--- config.mk ---
export PLATFORM = sky130hd
export DESIGN_NAME = spi_mem_loader
export DESIGN_NICKNAME = d
export VERILOG_FILES = /design/src/rtl/spi_mem_loader.sv
export SDC_FILE = /design/constraint.sdc
export NUM_CORES = 1
export LEC_CHECK = 0
export ABC_AREA = 1
export CAP_MARGIN = 20
export CORE_MARGIN = 4
export CORE_UTILIZATION = 25
export DETAILED_ROUTE_END_ITERATION = 6
export MAX_ROUTING_LAYER = met4
export PLACE_DENSITY_LB_ADDON = 0.08
export SYNTH_ARGS = -nofsm -noshare
export SYNTH_HDL_FRONTEND = slang
export SYNTH_SLANG_ARGS = --single-unit
--- constraint.sdc ---
create_clock -name clk -period 1.5 [get_ports clk]
set_input_delay 0.15 -clock clk [delete_from_list [all_inputs] [get_ports clk]]
set_output_delay 0.15 -clock clk [all_outputs]
set_load 0.05 [all_outputs]
--- src/rtl/spi_mem_loader.sv ---
// Serial frame loader/readback engine: a {rw, addr} header, then a burst of data words per chip select.
// Build macro SPI_LOADER_PARITY_EN appends an even-parity bit (state PAR) to every data word.
module spi_mem_loader #(
  parameter int DATA_W = 8,
  parameter int ADDR_W = 4,
  parameter int NUM_CH = 2
) (
  input  logic              clk,
  input  logic              rst,
  input  logic [NUM_CH-1:0] cs_n,
  input  logic              bit_vld,
  input  logic              mosi,
  output logic              miso,
  output logic [NUM_CH-1:0] ch_sel,
  output logic [ADDR_W-1:0] addr,
  output logic              wr_en,
  output logic [DATA_W-1:0] wr_data,
  output logic              rd_en,
  input  logic [DATA_W-1:0] rd_data,
  output logic              busy,
  output logic              frame_done,
  output logic              err
);
  localparam int HDR_W = 1 + ADDR_W;
  localparam int MAX_W = (DATA_W > HDR_W) ? DATA_W : HDR_W;
  localparam int CNT_W = $clog2(MAX_W + 1);
  localparam logic [CNT_W-1:0] HDR_LAST  = CNT_W'(HDR_W - 1);
  localparam logic [CNT_W-1:0] WORD_LAST = CNT_W'(DATA_W - 1);

`ifdef SPI_LOADER_PARITY_EN
  typedef enum logic [1:0] {IDLE, HDR, DATA, PAR} state_t;
`else
  typedef enum logic [1:0] {IDLE, HDR, DATA} state_t;
`endif

  state_t            state, state_nxt;
  logic [CNT_W-1:0]  bit_cnt;
  logic [ADDR_W-1:0] hdr_sh;
  logic [DATA_W-2:0] in_sh;
  logic [DATA_W-1:0] out_sh;
  logic              rw;
  logic              word_seen;
`ifdef SPI_LOADER_PARITY_EN
  logic [DATA_W-1:0] par_word;
`endif

  logic [NUM_CH-1:0] first_low;
  logic              frame_end;
  logic              shift;
  logic              hdr_last;
  logic              word_last;
  logic [HDR_W-1:0]  hdr_next;
  logic [DATA_W-1:0] in_next;

  // Only the latched line can end a frame; other cs_n lines are ignored while busy.
  assign frame_end = (state != IDLE) && ((ch_sel & ~cs_n) == '0);
  assign shift     = bit_vld && (state != IDLE) && !frame_end;
  assign hdr_last  = shift && (state == HDR) && (bit_cnt == HDR_LAST);
  assign word_last = shift && (state == DATA) && (bit_cnt == WORD_LAST);
  assign hdr_next  = {hdr_sh, mosi};
  assign in_next   = {in_sh, mosi};
  assign busy      = (state != IDLE);

  always_comb begin
    first_low = '0;
    for (int i = NUM_CH - 1; i >= 0; i--) begin
      if (!cs_n[i]) first_low = NUM_CH'(1) << i;
    end
  end

  always_comb begin
    miso = 1'b0;
    if (state == DATA && rw) miso = out_sh[DATA_W-1];
`ifdef SPI_LOADER_PARITY_EN
    else if (state == PAR && rw) miso = ^par_word;
`endif
  end

  always_ff @(posedge clk) begin
    if (rst) state <= IDLE;
    else     state <= state_nxt;
  end

  always_comb begin
    state_nxt = state;
    case (state)
      IDLE: if (!(&cs_n)) state_nxt = HDR;
      HDR: begin
        if (frame_end)     state_nxt = IDLE;
        else if (hdr_last) state_nxt = DATA;
      end
      DATA: begin
        if (frame_end) state_nxt = IDLE;
`ifdef SPI_LOADER_PARITY_EN
        else if (word_last) state_nxt = PAR;
      end
      PAR: begin
        if (frame_end)  state_nxt = IDLE;
        else if (shift) state_nxt = DATA;
`endif
      end
      default: state_nxt = IDLE;
    endcase
  end

  always_ff @(posedge clk) begin
    if (rst) begin
      ch_sel     <= '0;
      addr       <= '0;
      wr_en      <= 1'b0;
      wr_data    <= '0;
      rd_en      <= 1'b0;
      frame_done <= 1'b0;
      err        <= 1'b0;
      bit_cnt    <= '0;
      hdr_sh     <= '0;
      in_sh      <= '0;
      out_sh     <= '0;
      rw         <= 1'b0;
      word_seen  <= 1'b0;
`ifdef SPI_LOADER_PARITY_EN
      par_word   <= '0;
`endif
    end else begin
      wr_en      <= 1'b0;
      rd_en      <= 1'b0;
      frame_done <= 1'b0;
      err        <= 1'b0;

      // A write strobe advances the address on the cycle after it is presented.
      if (wr_en) addr <= addr + 1'b1;

      if (rd_en) begin
        out_sh <= rd_data;
`ifdef SPI_LOADER_PARITY_EN
        par_word <= rd_data;
`endif
      end else if (shift && state == DATA && rw) begin
        out_sh <= {out_sh[DATA_W-2:0], 1'b0};
      end

      if (state == IDLE) begin
        if (!(&cs_n)) begin
          ch_sel    <= first_low;
          bit_cnt   <= '0;
          hdr_sh    <= '0;
          in_sh     <= '0;
          out_sh    <= '0;
          rw        <= 1'b0;
          word_seen <= 1'b0;
        end
      end else if (frame_end) begin
        ch_sel     <= '0;
        bit_cnt    <= '0;
        frame_done <= word_seen;
        err        <= (bit_cnt != '0);
      end else if (state == HDR && shift) begin
        hdr_sh <= hdr_next[ADDR_W-1:0];
        if (hdr_last) begin
          bit_cnt <= '0;
          rw      <= hdr_next[HDR_W-1];
          addr    <= hdr_next[ADDR_W-1:0];
          rd_en   <= hdr_next[HDR_W-1];
        end else begin
          bit_cnt <= bit_cnt + 1'b1;
        end
      end else if (state == DATA && shift) begin
        in_sh <= in_next[DATA_W-2:0];
        if (word_last) begin
`ifdef SPI_LOADER_PARITY_EN
          bit_cnt <= bit_cnt + 1'b1;
          if (!rw) par_word <= in_next;
`else
          bit_cnt   <= '0;
          word_seen <= 1'b1;
          if (rw) begin
            addr  <= addr + 1'b1;
            rd_en <= 1'b1;
          end else begin
            wr_en   <= 1'b1;
            wr_data <= in_next;
          end
`endif
        end else begin
          bit_cnt <= bit_cnt + 1'b1;
        end
      end
`ifdef SPI_LOADER_PARITY_EN
      else if (state == PAR && shift) begin
        bit_cnt <= '0;
        if (rw) begin
          addr      <= addr + 1'b1;
          rd_en     <= 1'b1;
          word_seen <= 1'b1;
        end else if (mosi == ^par_word) begin
          wr_en     <= 1'b1;
          wr_data   <= par_word;
          word_seen <= 1'b1;
        end else begin
          // Bad word is dropped but still consumes its address slot.
          err  <= 1'b1;
          addr <= addr + 1'b1;
        end
      end
`endif
    end
  end

endmodule

==> qor.txt <==
Synth Area in Simple Gates -> 0.354
max_slew headroom -> 0.781
Worst setup EP type -> flop
status -> finished clean
Worst Hold Class -> in -> reg
max_cap viols -> 0
CP Data Required Time -> 1.74 ns
Seq. cell area -> 916 µm²
final layout net count -> 405
Syn Nets -> 332
slowest CP cell -> dfxtp_4
worst-margin pin slew -> 0.326 ns
maximum buffer depth of the clock tree -> 2
DIE HEIGHT -> 102 µm
mux cell area share after synthesis -> 0
compound-cell area share of the yosys netlist -> 0.134
Final Skew -> 0.00737 ns
Avg Vias per Cell -> 4.34
final worst slack -> 0.0154 ns
critical path, cell by cell -> ha_4 > nand2_2 > nor2_2 > buf_6 > nand3_4 > nor2_8 > buf_6 > o21ai_1 > a21oi_1
count of cell types in the netlist -> 27
Seq/Total Area, Yosys -> 0.408
Clk pin slew, worst setup/hold paths -> 0.09 ns
top-count cell post-synth -> nand2_1
crit path time final -> 1.48 ns
XOR/XNOR share of the synthesized area -> 0.00397
full die area -> 0.0104 mm²
Die Wd -> 102 µm
Fin Setup TNS -> 0 ns
total routed wirelength -> 5.93 mm
RSZ-0062 raised after global routing -> true
Post-Synth Adder-Cell Area -> 0.0170
IO Pins -> 34
Mean Syn Cell Area -> 7.01 µm²
largest net degree at the start of global routing -> 16
utilization after layout -> 0.367
post-synthesis register bit count -> 45
Top delay family on crit path -> simple AND/OR/NAND/NOR gates
Remaining DRCs -> 0
initial antenna violation count -> 0
dpl ws -> -0.202 ns
Multi-input gate area -> 0.00121 mm²
wire per inst -> 11.9 µm
layout cells sized above 1 -> 0.296
# clock sinks -> 45
total power -> 2.59 mW
final instance area -> 0.00319 mm²
Root Driver -> clkbuf_8
most frequent CP cell -> buf_6
Final setup violation count -> 0
IO buf count -> 33
DP HPWL -> 4.40 mm
CTS tree -> built
WP buf/inv -> 2
GR Overflow Total -> 0
fin. max-slew vios -> 0
Starting Density -> 0.254
GP Congestion -> 0.785
CTS Hold Buffers Added -> 0
P_leak -> 1.43 nW
Worst-Skew Late Latency -> 0.30 ns
std cell rows -> 34
EDFF count, synth -> 0
first-pass GRT wire length -> 9.83 mm
CTS H-Tree Depth -> 2
Async SR Flop Fraction -> 0
GRT Total Usage -> 0.124
Fmax -> 0.674 GHz
largest area contributor in the synthesized netlist -> dfxtp_1
Area Growth Syn to Fin -> 44.4%
top cells by count, synth -> 68 x nand2_1, 47 x nor2_1, 45 x dfxtp_1
IR drop worst, VDD -> 0.404 mV
Crit Path Category -> reg -> reg
number of global-route vias before repair -> 2,071
ANT nets after route -> 0
Synth area leaders -> dfxtp_1 41%, nand2_1 12%, nor2_1 8.0%
vias -> 2,155
Inserted Clock Buffers -> 5
placed cell area -> 0.00289 mm²
area of the core -> 0.00868 mm²
Fin. Hold Viols -> 0
period utilization -> 0.990
top cell type's share of synthesized area -> 0.408
# fillers -> 945
critical-path maximum fanout -> 7
initial DRC count -> 58
area of the mapped netlist -> 0.00221 mm²
# diodes -> 0
YS warnings -> 0
crit path launch type -> flop
Power Density -> 812 mW/mm²
combinational family with the most area after synthesis -> simple AND/OR/NAND/NOR gates
worst endpoint data arrival time -> 1.72 ns
top_reg_cell synth -> dfxtp_1
Cells after Synth -> 315
drt pass-1 iters -> 4
max incr delay on CP -> 0.38 ns
## through the flow
step                      hold slack (ns)  instances
final                               0.413        497
after global routing                0.424        497
after CTS                           0.405        489
after detailed placement            0.436        481
after global placement              0.434        481
after floorplan                     0.299        315
## report_power, final
part           internal (mW)  leakage (nW)  switching (mW)  total [mW]
logic                  0.158          1.01           0.209       0.367
registers               1.21         0.368          0.0182        1.23
clock network          0.542        0.0574           0.447       0.989
## what timing repair did
item	CTS	global route
buffers inserted	0	8
setup endpoints to repair	10	33
gates resized for setup	4	32
pin swaps	1	10
## cell usage in the layout (no fill, tap or decap)
master and instances:
nand2_1 65, buf_4 49, nor2_1 42, dfxtp_1 37, inv_1 33, a21oi_1 29
nand3_1 22, o21ai_0 16, clkdlybuf4s50_1 13, o21ai_1 7, inv_2 6, nand2_2 6
nor2_2 6, dfxtp_2 6, clkbuf_8 6, buf_12 6, nand4_1 5, nand3_4 4
o21ai_2 3, buf_6 3, nor2_4 2, nor2_8 2, inv_4 2, a21oi_2 2
or2_2 2, nand3_2 2, nor3_1 2, ha_4 2, dfxtp_4 2, nand2_4 1
xnor2_1 1, nand3b_4 1, a31oi_1 1, ha_1 1, clkinvlp_4 1, bufinv_16 1
## area by class of cell
class / instances / area share
well taps: 108 / 0.0424
flip-flops and latches: 45 / 0.287
repair buffers: 71 / 0.204
clock buffers: 6 / 0.0259
inverters: 41 / 0.0498
multi-input cells: 224 / 0.378
clock inverters: 2 / 0.0118
## cells by family (layout without fill, tap and decap cells)
logic type               Yosys count  in the layout
flip-flops                        45             45
adder cells (fa/ha/maj)            3              3
AO/OA/AOI/OAI                     58             58
buffers and inverters             46            120
XOR/XNOR                           1              1
AND/OR/NAND/NOR                  162            162
## per-layer routing
layer	vias up	wire length, µm	GRT usage
met4	0	62	0.0333
li1	1157	-	-
met2	30	2640	0.189
met5	-	0	-
met1	962	3000	0.166
met3	6	227	0.0273
## worst reg2reg max path, stage by stage (launching register included)
cell and delay [ns]:
dfxtp_4 0.38, ha_4 0.14, nand2_2 0.05, nor2_2 0.12, buf_6 0.11, nand3_4 0.14, nor2_8 0.20, buf_6 0.12
o21ai_1 0.05, a21oi_1 0.11
## flip-flops by register name, indices dropped and copies added (netlist names), 2 cells and up
signal	flops
state	2
in_sh	7
out_sh	8
addr	4
wr_data	8
ch_sel	2
hdr_sh	4
bit_cnt	4
## final timing paths
check | from | to | slack (ns) | cells past startpoint
setup / recovery | bit_cnt[1] | wr_data[0] | 0.02 | 9
hold / removal | rd_data[0] | out_sh[0] | 0.41 | 3
setup reg to reg | bit_cnt[1] | wr_data[0] | 0.02 | 9
hold reg to reg | word_seen | frame_done | 0.44 | 2
No activity file was read; power rests on OpenSTA's default activity.
